===== config.mk =====
export PLATFORM = sky130hd
export DESIGN_NAME = pe_rr_arbiter
export DESIGN_NICKNAME = d
export VERILOG_FILES = /design/src/rtl/pe_pkg.sv /design/src/rtl/pe_rr_pick.sv /design/src/rtl/pe_rr_arbiter.sv
export SDC_FILE = /design/constraint.sdc
export NUM_CORES = 1
export LEC_CHECK = 0
export CAP_MARGIN = 0
export CORE_ASPECT_RATIO = 2
export CORE_MARGIN = 1.5
export CORE_UTILIZATION = 49
export DETAILED_ROUTE_END_ITERATION = 12
export PLACE_DENSITY_LB_ADDON = 0.15
export SETUP_SLACK_MARGIN = 0.05
export SKIP_LAST_GASP = 1
export SLEW_MARGIN = 20
export SYNTH_ARGS = -nofsm -noshare
export SYNTH_HDL_FRONTEND = slang
export SYNTH_SLANG_ARGS = --single-unit

===== constraint.sdc =====
create_clock -name clk -period 3.3 [get_ports clk]
set_input_delay 0.66 -clock clk [delete_from_list [all_inputs] [get_ports clk]]
set_output_delay 0.66 -clock clk [all_outputs]
set_load 0.05 [all_outputs]

===== src/rtl/pe_pkg.sv =====
// rtl/pe_pkg.sv - shared types and constants for the PE round-robin arbiter
package pe_pkg;

    localparam int PE_DEPTH     = 8;
    localparam int PE_SEL_WIDTH = $clog2(PE_DEPTH);
    localparam int PE_ARB_CNT_W = 16;

    typedef logic [PE_SEL_WIDTH-1:0] pe_sel_t;

    typedef enum logic {
        ARB_IDLE,
        ARB_GRANT
    } pe_arb_state_e;

endpackage


===== src/rtl/pe_rr_pick.sv =====
// rtl/pe_rr_pick.sv - combinational rotate-priority finder: first set req bit at or after ptr
module pe_rr_pick #(
    parameter int DEPTH     = 8,
    parameter int SEL_WIDTH = $clog2(DEPTH)
) (
    input  logic [DEPTH-1:0]     req,
    input  logic [SEL_WIDTH-1:0] ptr,
    output logic                 found,
    output logic [SEL_WIDTH-1:0] idx
);

    logic [SEL_WIDTH:0] cand;

    // Walk offsets from farthest to nearest so the nearest hit is written last.
    always_comb begin
        found = 1'b0;
        idx   = '0;
        cand  = '0;
        for (int k = DEPTH - 1; k >= 0; k--) begin
            cand = {1'b0, ptr} + (SEL_WIDTH + 1)'(k);
            if (cand >= (SEL_WIDTH + 1)'(DEPTH)) begin
                cand = cand - (SEL_WIDTH + 1)'(DEPTH);
            end
            if (req[cand[SEL_WIDTH-1:0]]) begin
                found = 1'b1;
                idx   = cand[SEL_WIDTH-1:0];
            end
        end
    end

endmodule


===== src/rtl/pe_rr_arbiter.sv =====
// rtl/pe_rr_arbiter.sv - round-robin grant/select control for one PE input port; PE_RR_ARBITER_BURST_EN enables multi-beat grants
module pe_rr_arbiter
    import pe_pkg::*;
#(
    parameter int DEPTH     = 8,
    parameter int SEL_WIDTH = $clog2(DEPTH),
    parameter int BURST_LEN = 4
) (
    input  logic                    clk,
    input  logic                    rst,
    input  logic                    en,
    input  logic [DEPTH-1:0]        req_valid,
    output logic [DEPTH-1:0]        req_ready,
    output logic [SEL_WIDTH-1:0]    sel,
    output logic                    out_valid,
    input  logic                    out_ready,
    output logic                    busy,
    output logic [PE_ARB_CNT_W-1:0] grant_cnt
);

    pe_arb_state_e        state, state_n;
    logic [SEL_WIDTH-1:0] sel_n;
    logic [SEL_WIDTH-1:0] ptr, ptr_n;
    logic [DEPTH-1:0]     sel_mask;
    logic [DEPTH-1:0]     pick_req;
    logic                 pick_found;
    logic [SEL_WIDTH-1:0] pick_idx;
    logic                 do_pick;
    logic                 hs;

`ifdef PE_RR_ARBITER_BURST_EN
    localparam int BEAT_W = (BURST_LEN > 1) ? $clog2(BURST_LEN) : 1;
    logic [BEAT_W-1:0] beat, beat_n;
`endif

    assign busy      = (state == ARB_GRANT);
    assign sel_mask  = DEPTH'(1) << sel;
    assign out_valid = busy & req_valid[sel];
    assign req_ready = (busy & out_ready) ? sel_mask : '0;
    assign hs        = out_valid & out_ready;

    // While granted, the current owner is masked so it cannot win back-to-back.
    assign pick_req = busy ? (req_valid & ~sel_mask) : req_valid;

    pe_rr_pick #(
        .DEPTH     (DEPTH),
        .SEL_WIDTH (SEL_WIDTH)
    ) u_pick (
        .req   (pick_req),
        .ptr   (ptr),
        .found (pick_found),
        .idx   (pick_idx)
    );

    always_comb begin
        state_n = state;
        sel_n   = sel;
        ptr_n   = ptr;
        do_pick = 1'b0;
`ifdef PE_RR_ARBITER_BURST_EN
        beat_n  = beat;
`endif
        case (state)
            ARB_IDLE: begin
                do_pick = en;
            end
            ARB_GRANT: begin
`ifdef PE_RR_ARBITER_BURST_EN
                if (!req_valid[sel] || (out_ready && beat == BEAT_W'(BURST_LEN - 1))) begin
                    state_n = ARB_IDLE;
                    beat_n  = '0;
                    do_pick = en;
                end else if (out_ready) begin
                    beat_n = beat + BEAT_W'(1);
                end
`else
                if (!req_valid[sel]) begin
                    state_n = ARB_IDLE;
                end else if (out_ready) begin
                    state_n = ARB_IDLE;
                    do_pick = en;
                end
`endif
            end
            default: state_n = ARB_IDLE;
        endcase

        if (do_pick && pick_found) begin
            state_n = ARB_GRANT;
            sel_n   = pick_idx;
            ptr_n   = (pick_idx == SEL_WIDTH'(DEPTH - 1)) ? '0 : pick_idx + SEL_WIDTH'(1);
        end
    end

    always_ff @(posedge clk) begin
        if (rst) begin
            state     <= ARB_IDLE;
            sel       <= '0;
            ptr       <= '0;
            grant_cnt <= '0;
`ifdef PE_RR_ARBITER_BURST_EN
            beat      <= '0;
`endif
        end else begin
            state <= state_n;
            sel   <= sel_n;
            ptr   <= ptr_n;
            if (hs) begin
                grant_cnt <= grant_cnt + PE_ARB_CNT_W'(1);
            end
`ifdef PE_RR_ARBITER_BURST_EN
            beat  <= beat_n;
`endif
        end
    end

endmodule


Word level (Yosys, flattened, before mapping):

Index checks and enable logic that the tools add are counted.

* bits in registers: 23
* bits of input ports: 12
* output and inout port bits: 29
* logic and storage cells: 99

* add/subtract/negate cells: 17
* order comparisons: 17
* eq/ne operators: 1
* shift-type cells: 1
* multiplexer cells: 52
* bitwise gates (word level): 6
* reduce and logical (&&, ||, !) cells: 1

Operators with widths (count)
* two-way mux 3 bit: 17
* less-than comparator 3 x 4 -> 1 bit, second input constant: 9
* greater-or-equal comparator 4 bit, second input constant: 7
* binary-select mux 1 bit (select 3 bit): 9
* subtractor 3 x 1 -> 3 bit, second input constant: 8
* two-way mux 1 bit: 23
* adder 16 x 1 -> 16 bit, second input constant: 1
* adder 3 x 3 -> 4 bit, second input constant: 4
* two-way mux 8 bit: 2
* adder 3 x 2 -> 4 bit, second input constant: 2
* AND 8 bit: 1
* inverter 8 bit: 1
* left shift 1 x 3 -> 8 bit, first input constant: 1
* adder 3 x 1 -> 4 bit, second input constant: 1
* greater-or-equal comparator 3 x 4 -> 1 bit, second input constant: 1
* adder 3 x 1 -> 3 bit, second input constant: 1
* AND 1 bit: 3
* equality test 3 bit, second input constant: 1
* case mux 1 bit (2 select lines): 1
* logical AND 1 bit: 1
* inverter 1 bit: 1

Longest topological paths before layout:

Gate-level depths: netlist of run 1.

* depth in word-level cells: 16
* mapped depth: 18
* gate-level depth less buffers: 15

Modules after synthesis:

A second synthesis of run 1 with hierarchy kept.

* cell total of the unflattened synthesis: 285
* area total of the unflattened synthesis: 2447.3 um^2

By module, submodules not included
* pe_rr_arbiter: instances 1, cells an instance 195, area each 1665.3 um^2, seq. area each 460.4 um^2
* pe_rr_pick: instances 1, cells an instance 90, area each 782.0 um^2, seq. area each 0.0 um^2

Worst setup path after synthesis of run 1:

No wires, ideal clock.

* path kind: register to register
* from: register ptr[0]
* to: register ptr[2]
* library setup time: 0.128 ns
* data arrival time: 3.467 ns
* data required time: 3.172 ns
* path slack: -0.294 ns
* stages on the path, launching flop included: 18
* path buffers: 3
* clock period less this slack: 3.594 ns
* path through: dfxtp_1 > inv_1 > clkbuf_1 > ha_1 > buf_2 > clkbuf_1 > nand2_1 > o221ai_1 > nand3b_1 > a21boi_2 > or3_1 > a31o_2 > o41ai_1 > mux2_2 > ha_1 > ha_1 > mux2i_1 > nor2_1

* word-level cells in the longest chain between the ends: 15
* elaborated cells between the ends (all ways): 67
* those cells by class: add/sub (16); order compare (8); eq/ne (1); mux (41); reduce/logical (1)

Ends and longest elaborated chain
* start: declaration: RTL line pe_rr_arbiter.sv:23 `logic [SEL_WIDTH-1:0] ptr, ptr_n;`
* start signal: assignment: RTL line pe_rr_arbiter.sv:107 `ptr <= ptr_n;`
* adder 3 x 3 -> 4 bit: RTL line pe_rr_pick.sv:20 `cand = {1'b0, ptr} + (SEL_WIDTH + 1)'(k);`
* greater-or-equal comparator 4 bit / subtractor 3 x 1 -> 3 bit (equally long branches): RTL line pe_rr_pick.sv:21, pe_rr_pick.sv:22
* two-way mux 3 bit: RTL line pe_rr_pick.sv:21 `if (cand >= (SEL_WIDTH + 1)'(DEPTH)) begin`
* binary-select mux 1 bit (select 3 bit): RTL line pe_rr_pick.sv:24 `if (req[cand[SEL_WIDTH-1:0]]) begin`
* two-way mux 1 bit (implied by the code): RTL line pe_rr_pick.sv:24
* two-way mux 3 bit (7 in a row): RTL line pe_rr_pick.sv:24
* two-way mux 3 bit *: RTL line pe_rr_pick.sv:24
* net pick_idx[1]: RTL line pe_rr_arbiter.sv:27 `logic [SEL_WIDTH-1:0] pick_idx;`
* adder 3 x 1 -> 3 bit / equality test 3 bit (equally long branches): RTL line pe_rr_arbiter.sv:91 `ptr_n = (pick_idx == SEL_WIDTH'(DEPTH - 1)) ? '0 : pick_idx + SEL_WIDTH'(1);`
* two-way mux 3 bit *: RTL line pe_rr_arbiter.sv:91

Mark *: on every way through the listed nets, which the timed path passes. The rest lies on a longest branch. The select of a mux whose other input is x is not followed.
A chain may end at the register's enable or synchronous reset.

Worst setup path in the final report of run 1:

* from: register sel[1]
* to: register ptr[0]

* word-level cells in the longest chain between the ends: 16
* elaborated cells between the ends (all ways): 44
* those cells by class: add/sub (1); eq/ne (1); shift (1); mux (38); bitwise (2); reduce/logical (1)

Ends and longest elaborated chain
* start: declaration: RTL line pe_rr_arbiter.sv:14 `output logic [SEL_WIDTH-1:0] sel,`
* start signal: assignment: RTL line pe_rr_arbiter.sv:106 `sel <= sel_n;`
* left shift 1 x 3 -> 8 bit *: RTL line pe_rr_arbiter.sv:37 `assign sel_mask = DEPTH'(1) << sel;`
* inverter 8 bit *: RTL line pe_rr_arbiter.sv:43 `assign pick_req = busy ? (req_valid & ~sel_mask) : req_valid;`
* AND 8 bit *: RTL line pe_rr_arbiter.sv:43
* two-way mux 8 bit *: RTL line pe_rr_arbiter.sv:43
* binary-select mux 1 bit (select 3 bit): RTL line pe_rr_pick.sv:24
* two-way mux 1 bit (implied by the code): RTL line pe_rr_pick.sv:24
* two-way mux 3 bit (7 in a row): RTL line pe_rr_pick.sv:24
* two-way mux 3 bit *: RTL line pe_rr_pick.sv:24
* net pick_idx[1]: RTL line pe_rr_arbiter.sv:27
* equality test 3 bit *: RTL line pe_rr_arbiter.sv:91
* two-way mux 3 bit *: RTL line pe_rr_arbiter.sv:91

Marks and branches as above.

==> flow_metrics.env, run 1 <==
export IMPL_fp_coreArea_um2=4640
export IMPL_synth_cell_area_um2=2370
export IMPL_initial_utilization_pct=51.1
export IMPL_yosys_warnings=0
export IMPL_die_w_um=52.2
export IMPL_worst_pin_slew_ns=0.514
export IMPL_rows=35
export IMPL_maxCapViolations=0
export IMPL_finalInstanceArea_um2=3440
export IMPL_grt_usage_pct=29.4
export IMPL_hold_ws_ns=0.516
export IMPL_synth_seq_cells=23
export IMPL_hp_start="grant_cnt[10]$_SDFFE_PP0P_"
export IMPL_placed_area_um2=3130
export IMPL_final_hold_viol_count=0
export IMPL_worst_endpoint_required_ns=3.46
export IMPL_min_path_type="flop to flop"
export IMPL_max_freq_mhz=305
export IMPL_synthMuxAreaShare_pct=16.6
export IMPL_finClkSkew_ns=0.00168
export IMPL_h_tree_depth=1
export IMPL_finalMaxSlewViolations=0
export IMPL_syn_nets=305
export IMPL_synth_compound_area_share_pct=21.8
export IMPL_reg2reg_from="sel[1]$_SDFFE_PP0P_"
export IMPL_irDropWorstVdd_mv=0.641
export IMPL_worstSetupEndpointType="flop"
export IMPL_synth_top_family_by_area="simple AND/OR/NAND/NOR gates"
export IMPL_path_common_cell="ha_4"
export IMPL_start_kind="flop"
export IMPL_cts_hold_buffers_added=0
export IMPL_grt_max_degree=23
export IMPL_crit_slowest_cell="mux4_2"
export IMPL_die_area_um2=5290
export IMPL_syn2layout_area_growth_pct=45.3
export IMPL_drt_iter0_drc=77
export IMPL_wl_per_cell_um=18.1
export IMPL_clkTransAtPathRegs_ns=0.08
export IMPL_cts_buffers=3
export IMPL_clock_latency_ns=0.26
export IMPL_crit_arrival_ns=3.44
export IMPL_layout_commonest_cell="buf_4"
export IMPL_grt_pass1_wl_mm=11.7
export IMPL_setup_viol_count_final=0
export IMPL_cts_path_max_buffers=2
export IMPL_grt_antenna_before_repair=0
export IMPL_critPathMaxStageDelay_ns=0.49
export IMPL_p_total_uw=3410
export IMPL_wl_mm=7.81
export IMPL_relSlewSlack_pct=65.6
export IMPL_p_leak_uw=0.00136
export IMPL_ios=41
export IMPL_synth_cell_types=61
export IMPL_die_h_um=101
export IMPL_syn_avg_cell_area_um2=8.23
export IMPL_clkSinkCount=23
export IMPL_num_vias=2575
export IMPL_cts_tree="done"
export IMPL_crit_chain="buf_6 -> nand2b_4 -> o21a_1 -> mux4_2 -> a211o_1 -> a211oi_2 -> o41ai_2 -> mux2_4 -> ha_4 -> ha_4 -> nor2_1 -> nand3_1 -> o32ai_1"
export IMPL_critPathMaxFanout=8
export IMPL_gp_congestion=0.895
export IMPL_synth_adder_area_share_pct=2.64
export IMPL_dp_hpwl_mm=5.63
export IMPL_power_density_nw_per_um2=990
export IMPL_fin_crit_sh_pct=99.3
export IMPL_synth_xor_area_share_pct=6.28
export IMPL_synthCells=288
export IMPL_postLayoutCoreUtil_pct=74.2
export IMPL_grt_pass1_vias=2523
export IMPL_fin_tns_setup_ns=0
export IMPL_synth_edf_count=0
export IMPL_grt_overflow_total=0
export IMPL_yosys_area_share_simple_pct=26.3
export IMPL_fillers=383
export IMPL_route_detailed_drc=0
export IMPL_io_buffers=40
export IMPL_synth_yosys_seq_area_share_pct=19.4
export IMPL_drive_gt1_share_pct=34.6
export IMPL_final_cell_mix="65 x buf_4, 37 x nor2_1, 23 x clkdlybuf4s50_1"
export IMPL_crit_path_start="sel[1]$_SDFFE_PP0P_"
export IMPL_status="completed"
export IMPL_critPathKind="flop to flop"
export IMPL_rsz0062_at_grt="yes"
export IMPL_ant_nets=0
export IMPL_ys_async_sr_fraction_pct=0
export IMPL_nNetsFinal=394
export IMPL_firstDrtPassIters=4
export IMPL_synth_ff_type="dfxtp_1"
export IMPL_num_antenna_cells=0
export IMPL_period_needed_ns=3.28
export IMPL_drt_vias_per_instance=5.97
export IMPL_cts_root_buf="clkbuf_8"
## layer usage
metal | global-route usage (%) | vias up | routed length [um]
met2 | 58.4 | 77 | 4530
met3 | 1.92 | 25 | 234
met5 | 0 | - | 0
li1 | - | 1231 | -
met4 | 16.2 | 0 | 357
met1 | 27.8 | 1242 | 2700
## Yosys cell counts (4+ instances only)
master	number	share of area, %
o21a_1	5	1.6
or3_1	5	1.3
ha_1	5	2.6
nand2b_1	16	4.2
xor2_1	6	2.2
mux4_2	5	4.7
dfxtp_1	23	19
o221ai_1	4	1.5
inv_1	13	2.1
xnor2_1	11	4.1
mux2_2	4	1.9
nand3_1	12	2.5
o21ai_0	6	1.3
buf_6	4	1.9
mux4_1	4	4.4
clkbuf_1	10	1.6
mux2i_1	13	5.5
a21oi_1	7	1.5
nor2_1	38	6.0
nand2_1	23	3.6
nor3_1	7	1.5
## layout make-up
cell class	count	area [um^2]	area share, %
multi-input combinational	233	1920	55.6
sequential	23	478	13.9
clock inverter	1	5.00	0.145
timing repair buffer	103	887	25.8
tap	55	68.8	2.00
clock buffer	3	41.3	1.20
inverter	13	48.8	1.42
## logic make-up after synthesis
logic type      after synthesis
buf+inv                      33
compound gates               61
simple gates                123
fa+ha+maj                     5
mux                          26
flops                        23
xor+xnor                     17
## critical path, delay by kind of cell, from the launching register on
family                   cells  cell delay [ns]
multiplexers                 2             0.79
AO/OA/AOI/OAI                5             1.14
AND/OR/NAND/NOR              3             0.39
adder cells (fa/ha/maj)      2             0.32
buffers and inverters        1             0.14
flip-flops                   1             0.39
## metrics by stage
step	instances	setup slack, ns
4_1_cts	419	0.0530
2_1_floorplan	288	0.0575
6_report	431	0.0216
3_3_place_gp	413	-0.331
3_5_place_dp	413	-0.422
5_1_grt	431	-0.113
## where the power goes
group | switching [uW] | internal (uW) | leakage [uW]
sequential | 60.0 | 318 | 0.000190
combinational | 1410 | 1440 | 0.00115
clock | 90.7 | 84.3 | 0.0000255
## sequential cells by signal (all words and copies together) (netlist names)
name	cells
busy	1
sel	3
grant_cnt	16
ptr	3
## final timing paths
kind / slack, ns / end / cells past startpoint
min reg2reg: 0.52 / grant_cnt[10]$_SDFFE_PP0P_ / 2
max reg2reg: 0.02 / ptr[0]$_SDFFE_PP0P_ / 13
min: 0.52 / grant_cnt[10]$_SDFFE_PP0P_ / 2
max: 0.02 / ptr[0]$_SDFFE_PP0P_ / 13
## repair_timing
| action | 4_1_cts | 5_1_grt |
|---|---|---|
| buffers inserted | 2 | 11 |
| resized for setup | 12 | 35 |
| pin swaps | 2 | 11 |
| endpoints found under the setup margin | 3 | 4 |
| cloned | 0 | 1 |
Power figures use the tool's default switching activity.
==> run 2, diff against run 1 <==
CORE_UTILIZATION = 41   (was 49)
==> flow_metrics.env, run 2 (synthesis gave the netlist of run 1 again) <==
export IMPL_worstSetupEndpointType="flop"
export IMPL_timing_rr_end="ptr[0]$_SDFFE_PP0P_"
export IMPL_multiInputGateArea_um2=1960
export IMPL_die_area_um2=6280
export IMPL_clkSinkCount=23
export IMPL_nNetsFinal=392
export IMPL_crit_family="compound AO/OA/AOI/OAI gates"
export IMPL_worst_pin_slew_ns=0.505
export IMPL_relSlewSlack_pct=66.2
export IMPL_grt_usage_pct=24.6
export IMPL_placed_area_um2=3140
export IMPL_crit_chain="nand2b_4 -> o31a_1 -> mux4_2 -> a211o_1 -> a211oi_2 -> o41ai_2 -> mux2_4 -> ha_4 -> ha_4 -> nor2_1 -> nand3_1 -> o32ai_2"
export IMPL_finClkSkew_ns=0.00283
export IMPL_wl_per_cell_um=18.5
export IMPL_cts_root_buf="clkbuf_16"
export IMPL_worstSetupPathDepth=12
export IMPL_fin_crit_sh_pct=96.3
export IMPL_regMostFlops="grant_cnt"
export IMPL_final_hold_viol_count=0
export IMPL_largest_reg_flops=16
export IMPL_num_vias=2575
export IMPL_firstDrtPassIters=4
export IMPL_endpoint="ptr[0]$_SDFFE_PP0P_"
export IMPL_finalWorstSetupSlack_ns=0.122
export IMPL_irDropWorstVdd_mv=0.879
export IMPL_fillers=500
export IMPL_crit_path_start="sel[2]$_SDFFE_PP0P_"
export IMPL_cts_tree="done"
export IMPL_rows=39
export IMPL_io_buffers=40
export IMPL_drt_vias_per_instance=5.92
export IMPL_max_freq_mhz=315
export IMPL_crit_arrival_ns=3.35
export IMPL_grt_pass1_wl_mm=12.3
export IMPL_power_density_nw_per_um2=1050
export IMPL_dp_hpwl_mm=5.91
export IMPL_die_h_um=111
export IMPL_crit_slowest_cell="mux4_2"
export IMPL_rsz0062_at_grt="no"
export IMPL_min_path_type="flop to flop"
export IMPL_grt_pass1_vias=2555
export IMPL_drive_gt1_share_pct=36.9
export IMPL_clock_latency_ns=0.26
export IMPL_cp_buffers_inverters=0
export IMPL_layout_commonest_cell="buf_4"
export IMPL_r2r_cells=12
export IMPL_path_common_cell="ha_4"
export IMPL_wl_mm=8.07
export IMPL_maxCapViolations=0
export IMPL_largest_registers="grant_cnt (16), ptr (3), sel (3)"
export IMPL_critPathMaxStageDelay_ns=0.55
export IMPL_cts_buffers=3
export IMPL_ios=41
export IMPL_area_sequential_um2=478
export IMPL_critPathMaxFanout=7
export IMPL_p_leak_uw=0.00137
export IMPL_setup_viol_count_final=0
export IMPL_r2r_setup_slack_ns=0.12
export IMPL_gp_congestion=0.888
export IMPL_status="completed"
export IMPL_cts_hold_buffers_added=0
export IMPL_h_tree_depth=1
export IMPL_place_ws_ns=-0.535
export IMPL_fp_coreArea_um2=5660
export IMPL_finalMaxSlewViolations=0
export IMPL_drt_iter0_drc=155
export IMPL_worst_endpoint_required_ns=3.47
export IMPL_period_needed_ns=3.18
export IMPL_grt_max_degree=23
export IMPL_grt_antenna_before_repair=0
export IMPL_clkTransAtPathRegs_ns=0.06
export IMPL_route_detailed_drc=0
export IMPL_syn2layout_area_growth_pct=49.9
export IMPL_critPathKind="flop to flop"
export IMPL_die_w_um=56.8
export IMPL_ant_nets=0
export IMPL_num_antenna_cells=0
export IMPL_final_cell_mix="58 x buf_4, 37 x nor2_1, 23 x nand2_1, 23 x clkdlybuf4s50_1, 17 x dfxtp_1"
export IMPL_reg2reg_from="sel[2]$_SDFFE_PP0P_"
export IMPL_initial_utilization_pct=41.9
export IMPL_start_kind="flop"
export IMPL_grt_overflow_total=0
export IMPL_cts_path_max_buffers=2
export IMPL_finalInstanceArea_um2=3550
[run 2: worst min path at each step]
stage	startpoint	to	slack [ns]	depth (start not counted)
6_report	grant_cnt[15]$_SDFFE_PP0P_	grant_cnt[15]$_SDFFE_PP0P_	0.52	2
5_1_grt	grant_cnt[15]$_SDFFE_PP0P_	grant_cnt[15]$_SDFFE_PP0P_	0.58	2
4_1_cts	grant_cnt[10]$_SDFFE_PP0P_	grant_cnt[10]$_SDFFE_PP0P_	0.53	2
3_5_place_dp	grant_cnt[15]$_SDFFE_PP0P_	grant_cnt[15]$_SDFFE_PP0P_	0.50	2
3_3_place_gp	grant_cnt[10]$_SDFFE_PP0P_	grant_cnt[10]$_SDFFE_PP0P_	0.49	2
2_1_floorplan	ptr[0]$_SDFFE_PP0P_	ptr[0]$_SDFFE_PP0P_	0.71	3
[run 2: final cells by class]
type,count,share of cell area [%]
timing repair buffer,101,25.7
sequential,23,13.5
multi-input combinational,233,55.0
tap,61,2.15
clock inverter,1,0.141
inverter,13,1.37
clock buffer,3,2.11
[run 2: worst min-delay path, cell delays in order, from the launching register on]
cell	delay, ns
dfxtp_1	0.34
xor2_1	0.07
nor2_1	0.08
[run 2: stage by stage]
step / hold WS (ns) / TNS (ns) / util (%) / power (uW) / cells
4_1_cts: 0.526 / 0 / 58.0 / 3160 / 419
5_1_grt: 0.580 / 0 / 62.8 / 3920 / 435
3_5_place_dp: 0.504 / -1.72 / 55.5 / 2720 / 414
2_1_floorplan: 0.706 / 0 / - / 1900 / 288
3_3_place_gp: 0.491 / -1.80 / 55.5 / 2700 / 414
6_report: 0.518 / 0 / 62.8 / 3720 / 435
[run 2: what timing repair did]
item                       in CTS  in global routing
setup endpoints to repair       4                  3
pin swaps                       6                 14
buffers inserted                1                 15
gates resized for setup        24                 42
gates cloned                    0                  1
[run 2: routing by layer]
| layer | vias to the layer above | wire length (um) | global-route usage (%) |
|---|---|---|---|
| met5 | - | 0 | 0 |
| met4 | 0 | 466 | 15.7 |
| met3 | 28 | 258 | 2.22 |
| met2 | 76 | 4560 | 45.6 |
| met1 | 1246 | 2780 | 25.0 |
| li1 | 1225 | - | - |
[run 2: report_power, final]
group	internal, uW	total, uW	switching, uW	leakage [uW]
registers	318	372	54.1	0.000190
clock network	163	265	102	0.0000409
logic	1560	3080	1530	0.00114
==> run 3, diff against run 2 <==
SYNTH_HIERARCHICAL = 1   (was not set)
==> flow_metrics.env, run 3 <==
export IMPL_firstDrtPassIters=8
export IMPL_grt_overflow_total=0
export IMPL_max_freq_mhz=307
export IMPL_cts_root_buf="clkbuf_16"
export IMPL_largest_reg_flops=16
export IMPL_dp_hpwl_mm=5.81
export IMPL_layout_commonest_cell="buf_4"
export IMPL_worst_endpoint_required_ns=3.44
export IMPL_fp_coreArea_um2=5760
export IMPL_place_ws_ns=-0.464
export IMPL_clock_latency_ns=0.26
export IMPL_use_met3_pct=1.38
export IMPL_failed_checks="DRC"
export IMPL_critPathMaxStageDelay_ns=0.53
export IMPL_drive_gt1_share_pct=30.0
export IMPL_grt_antenna_before_repair=0
export IMPL_synth_most_common_cell="nor2_1"
export IMPL_fillers=561
export IMPL_rsz0062_at_grt="yes"
export IMPL_die_w_um=57.6
export IMPL_yosysTopAreaCellShare_pct=18.8
export IMPL_wl_mm=7.62
export IMPL_relSlewSlack_pct=66.4
export IMPL_synth_top_area_cell="dfxtp_1"
export IMPL_drt_iter0_drc=162
export IMPL_maxCapViolations=0
export IMPL_finalInstanceArea_um2=3260
export IMPL_yosys_top_cells_area="dfxtp_1 19%, mux4_1 5.4%, mux2_2 5.1%, mux4_2 4.6%, nor2b_1 4.3%"
export IMPL_worst_pin_slew_ns=0.503
export IMPL_io_buffers=40
export IMPL_num_vias=2586
export IMPL_synth_edf_count=0
export IMPL_crit_chain="buf_6 -> o31a_1 -> mux4_2 -> mux2_4 -> o21ai_2 -> a31oi_1 -> o21bai_1 -> mux2_4 -> ha_4 -> ha_4 -> nor2b_4 -> a32oi_1 -> o211ai_1"
export IMPL_synth_seq_cells=23
export IMPL_ant_nets=0
export IMPL_ys_async_sr_fraction_pct=0
export IMPL_worstSetupEndpointType="flop"
export IMPL_synthCells=285
export IMPL_finalWorstSetupSlack_ns=0.0423
export IMPL_gp_congestion=0.905
export IMPL_top_usage_layer="met2"
export IMPL_ios=41
export IMPL_power_density_nw_per_um2=726
export IMPL_cp_buffers_inverters=1
export IMPL_dp_cells=398
export IMPL_synthTopCellsByCount="26 x nor2_1, 23 x dfxtp_1, 23 x nand2_1"
export IMPL_clkSinkCount=23
export IMPL_initial_utilization_pct=42.5
export IMPL_hold_ws_ns=0.522
export IMPL_synth_cell_area_um2=2450
export IMPL_min_path_type="flop to flop"
export IMPL_fin_cells=411
export IMPL_die_h_um=112
export IMPL_clkTransAtPathRegs_ns=0.06
export IMPL_critPathKind="flop to flop"
export IMPL_finalMaxSlewViolations=0
export IMPL_cts_buffers=3
export IMPL_cts_tree="done"
export IMPL_synth_yosys_seq_area_share_pct=18.8
export IMPL_syn2layout_area_growth_pct=33.3
export IMPL_fin_crit_sh_pct=98.7
export IMPL_h_tree_depth=1
export IMPL_grt_pass1_vias=2617
export IMPL_final_hold_viol_count=0
export IMPL_synth_ff_type="dfxtp_1"
export IMPL_p_leak_uw=0.00125
export IMPL_grt_max_degree=28
export IMPL_status="complete, but fails checks"
export IMPL_grt_pass1_wl_mm=12.1
export IMPL_placed_area_um2=3090
export IMPL_period_needed_ns=3.26
export IMPL_p_total_uw=2370
export IMPL_route_detailed_drc=5
export IMPL_irDropWorstVdd_mv=0.332
export IMPL_regMostFlops="grant_cnt"
export IMPL_grt_usage_pct=23.4
export IMPL_final_cell_mix="54 x buf_4, 26 x nor2_1, 23 x clkdlybuf4s50_1"
export IMPL_synth_cell_types=60
export IMPL_crit_family="multiplexers"
export IMPL_start_kind="flop"
export IMPL_use_met1_pct=22.4
export IMPL_wl_per_cell_um=18.5
export IMPL_syn_nets=302
export IMPL_nNetsFinal=368
export IMPL_cts_hold_buffers_added=0
export IMPL_num_antenna_cells=0
export IMPL_yosys_warnings=6
export IMPL_drt_vias_per_instance=6.29
export IMPL_crit_arrival_ns=3.40
export IMPL_syn_avg_cell_area_um2=8.59
export IMPL_rows=39
export IMPL_largest_registers="grant_cnt (16), ptr (3), sel (3)"
export IMPL_crit_slowest_cell="mux4_2"
export IMPL_finClkSkew_ns=0.00370
export IMPL_setup_viol_count_final=0
export IMPL_grtUsageMet2_pct=48.0
export IMPL_critPathMaxFanout=6
export IMPL_die_area_um2=6470
export IMPL_cts_path_max_buffers=2
-- run 3: changes by cell type in the layout (fill, tap and decap cells not counted), moves of 6 or more --
cell      before  now
mux2_2         3    9
nor2b_1        2   16
mux2i_1       11    5
xnor2_1       11    1
o211ai_1       0    6
nand2b_1      14    1
nor2_1        37   26
nand4_1        2    8
-- run 3: power by group --
| part | internal (uW) | total (uW) | switching, uW |
|---|---|---|---|
| clock network | 164 | 274 | 110 |
| logic | 800 | 1720 | 918 |
| registers | 316 | 377 | 61.3 |
| total | 1280 | 2370 | 1090 |
-- run 3: cell type report --
type / instances / area [um^2] / area share (%)
flip-flops and latches: 23 / 475 / 14.6
well taps: 61 / 76.3 / 2.34
repair buffers: 86 / 717 / 22.0
inverters: 7 / 26.3 / 0.806
clock buffers: 3 / 75.1 / 2.30
multi-input cells: 230 / 1890 / 57.8
clock inverters: 1 / 5.00 / 0.153
-- run 3: path summary, 6_finish.rpt --
check,start,to,slack (ns),cells past startpoint
worst max-delay path,sel[1]$_SDFFE_PP0P_,ptr[2]$_SDFFE_PP0P_,0.04,13
worst min-delay path,grant_cnt[0]$_SDFFE_PP0P_,grant_cnt[0]$_SDFFE_PP0P_,0.52,2
worst max register to register,sel[1]$_SDFFE_PP0P_,ptr[2]$_SDFFE_PP0P_,0.04,13
worst min register to register,grant_cnt[0]$_SDFFE_PP0P_,grant_cnt[0]$_SDFFE_PP0P_,0.52,2
-- run 3: cell families (layout without fill, tap and decap cells) --
group	count (synthesis)	after routing	share of synthesized area [%]
simple gates	118	118	26.0
compound gates	70	70	22.9
mux	34	34	21.2
buf+inv	32	97	7.46
flops	23	23	18.8
fa+ha+maj	5	5	2.56
xor+xnor	3	3	1.07
-- run 3: routing by layer --
layer | vias to the layer above | part of all wire [%]
met1 | 1266 | 36
li1 | 1231 | -
met4 | 0 | 3.2
met5 | - | 0
met3 | 20 | 2.6
met2 | 69 | 59
-- run 3: worst register-to-register path, stage by stage, from the launching register on --
cell,delay [ns]
dfxtp_4,0.36
buf_6,0.13
o31a_1,0.36
mux4_2,0.53
mux2_4,0.31
o21ai_2,0.10
a31oi_1,0.08
o21bai_1,0.17
mux2_4,0.34
ha_4,0.17
ha_4,0.20
nor2b_4,0.12
a32oi_1,0.14
o211ai_1,0.11
-- run 3: repair_timing --
action                     4_1_cts  5_1_grt
resized for setup               16        3
buffers inserted                 6        3
pin swaps                        4        1
setup endpoints to repair        6        6
-- run 3: stage by stage --
stage	util [%]	TNS, ns
4_1_cts	56.0	0
2_1_floorplan	-	-0.0700
3_5_place_dp	53.6	-1.72
3_3_place_gp	53.6	-1.42
5_1_grt	56.6	-0.117
6_report	56.6	0
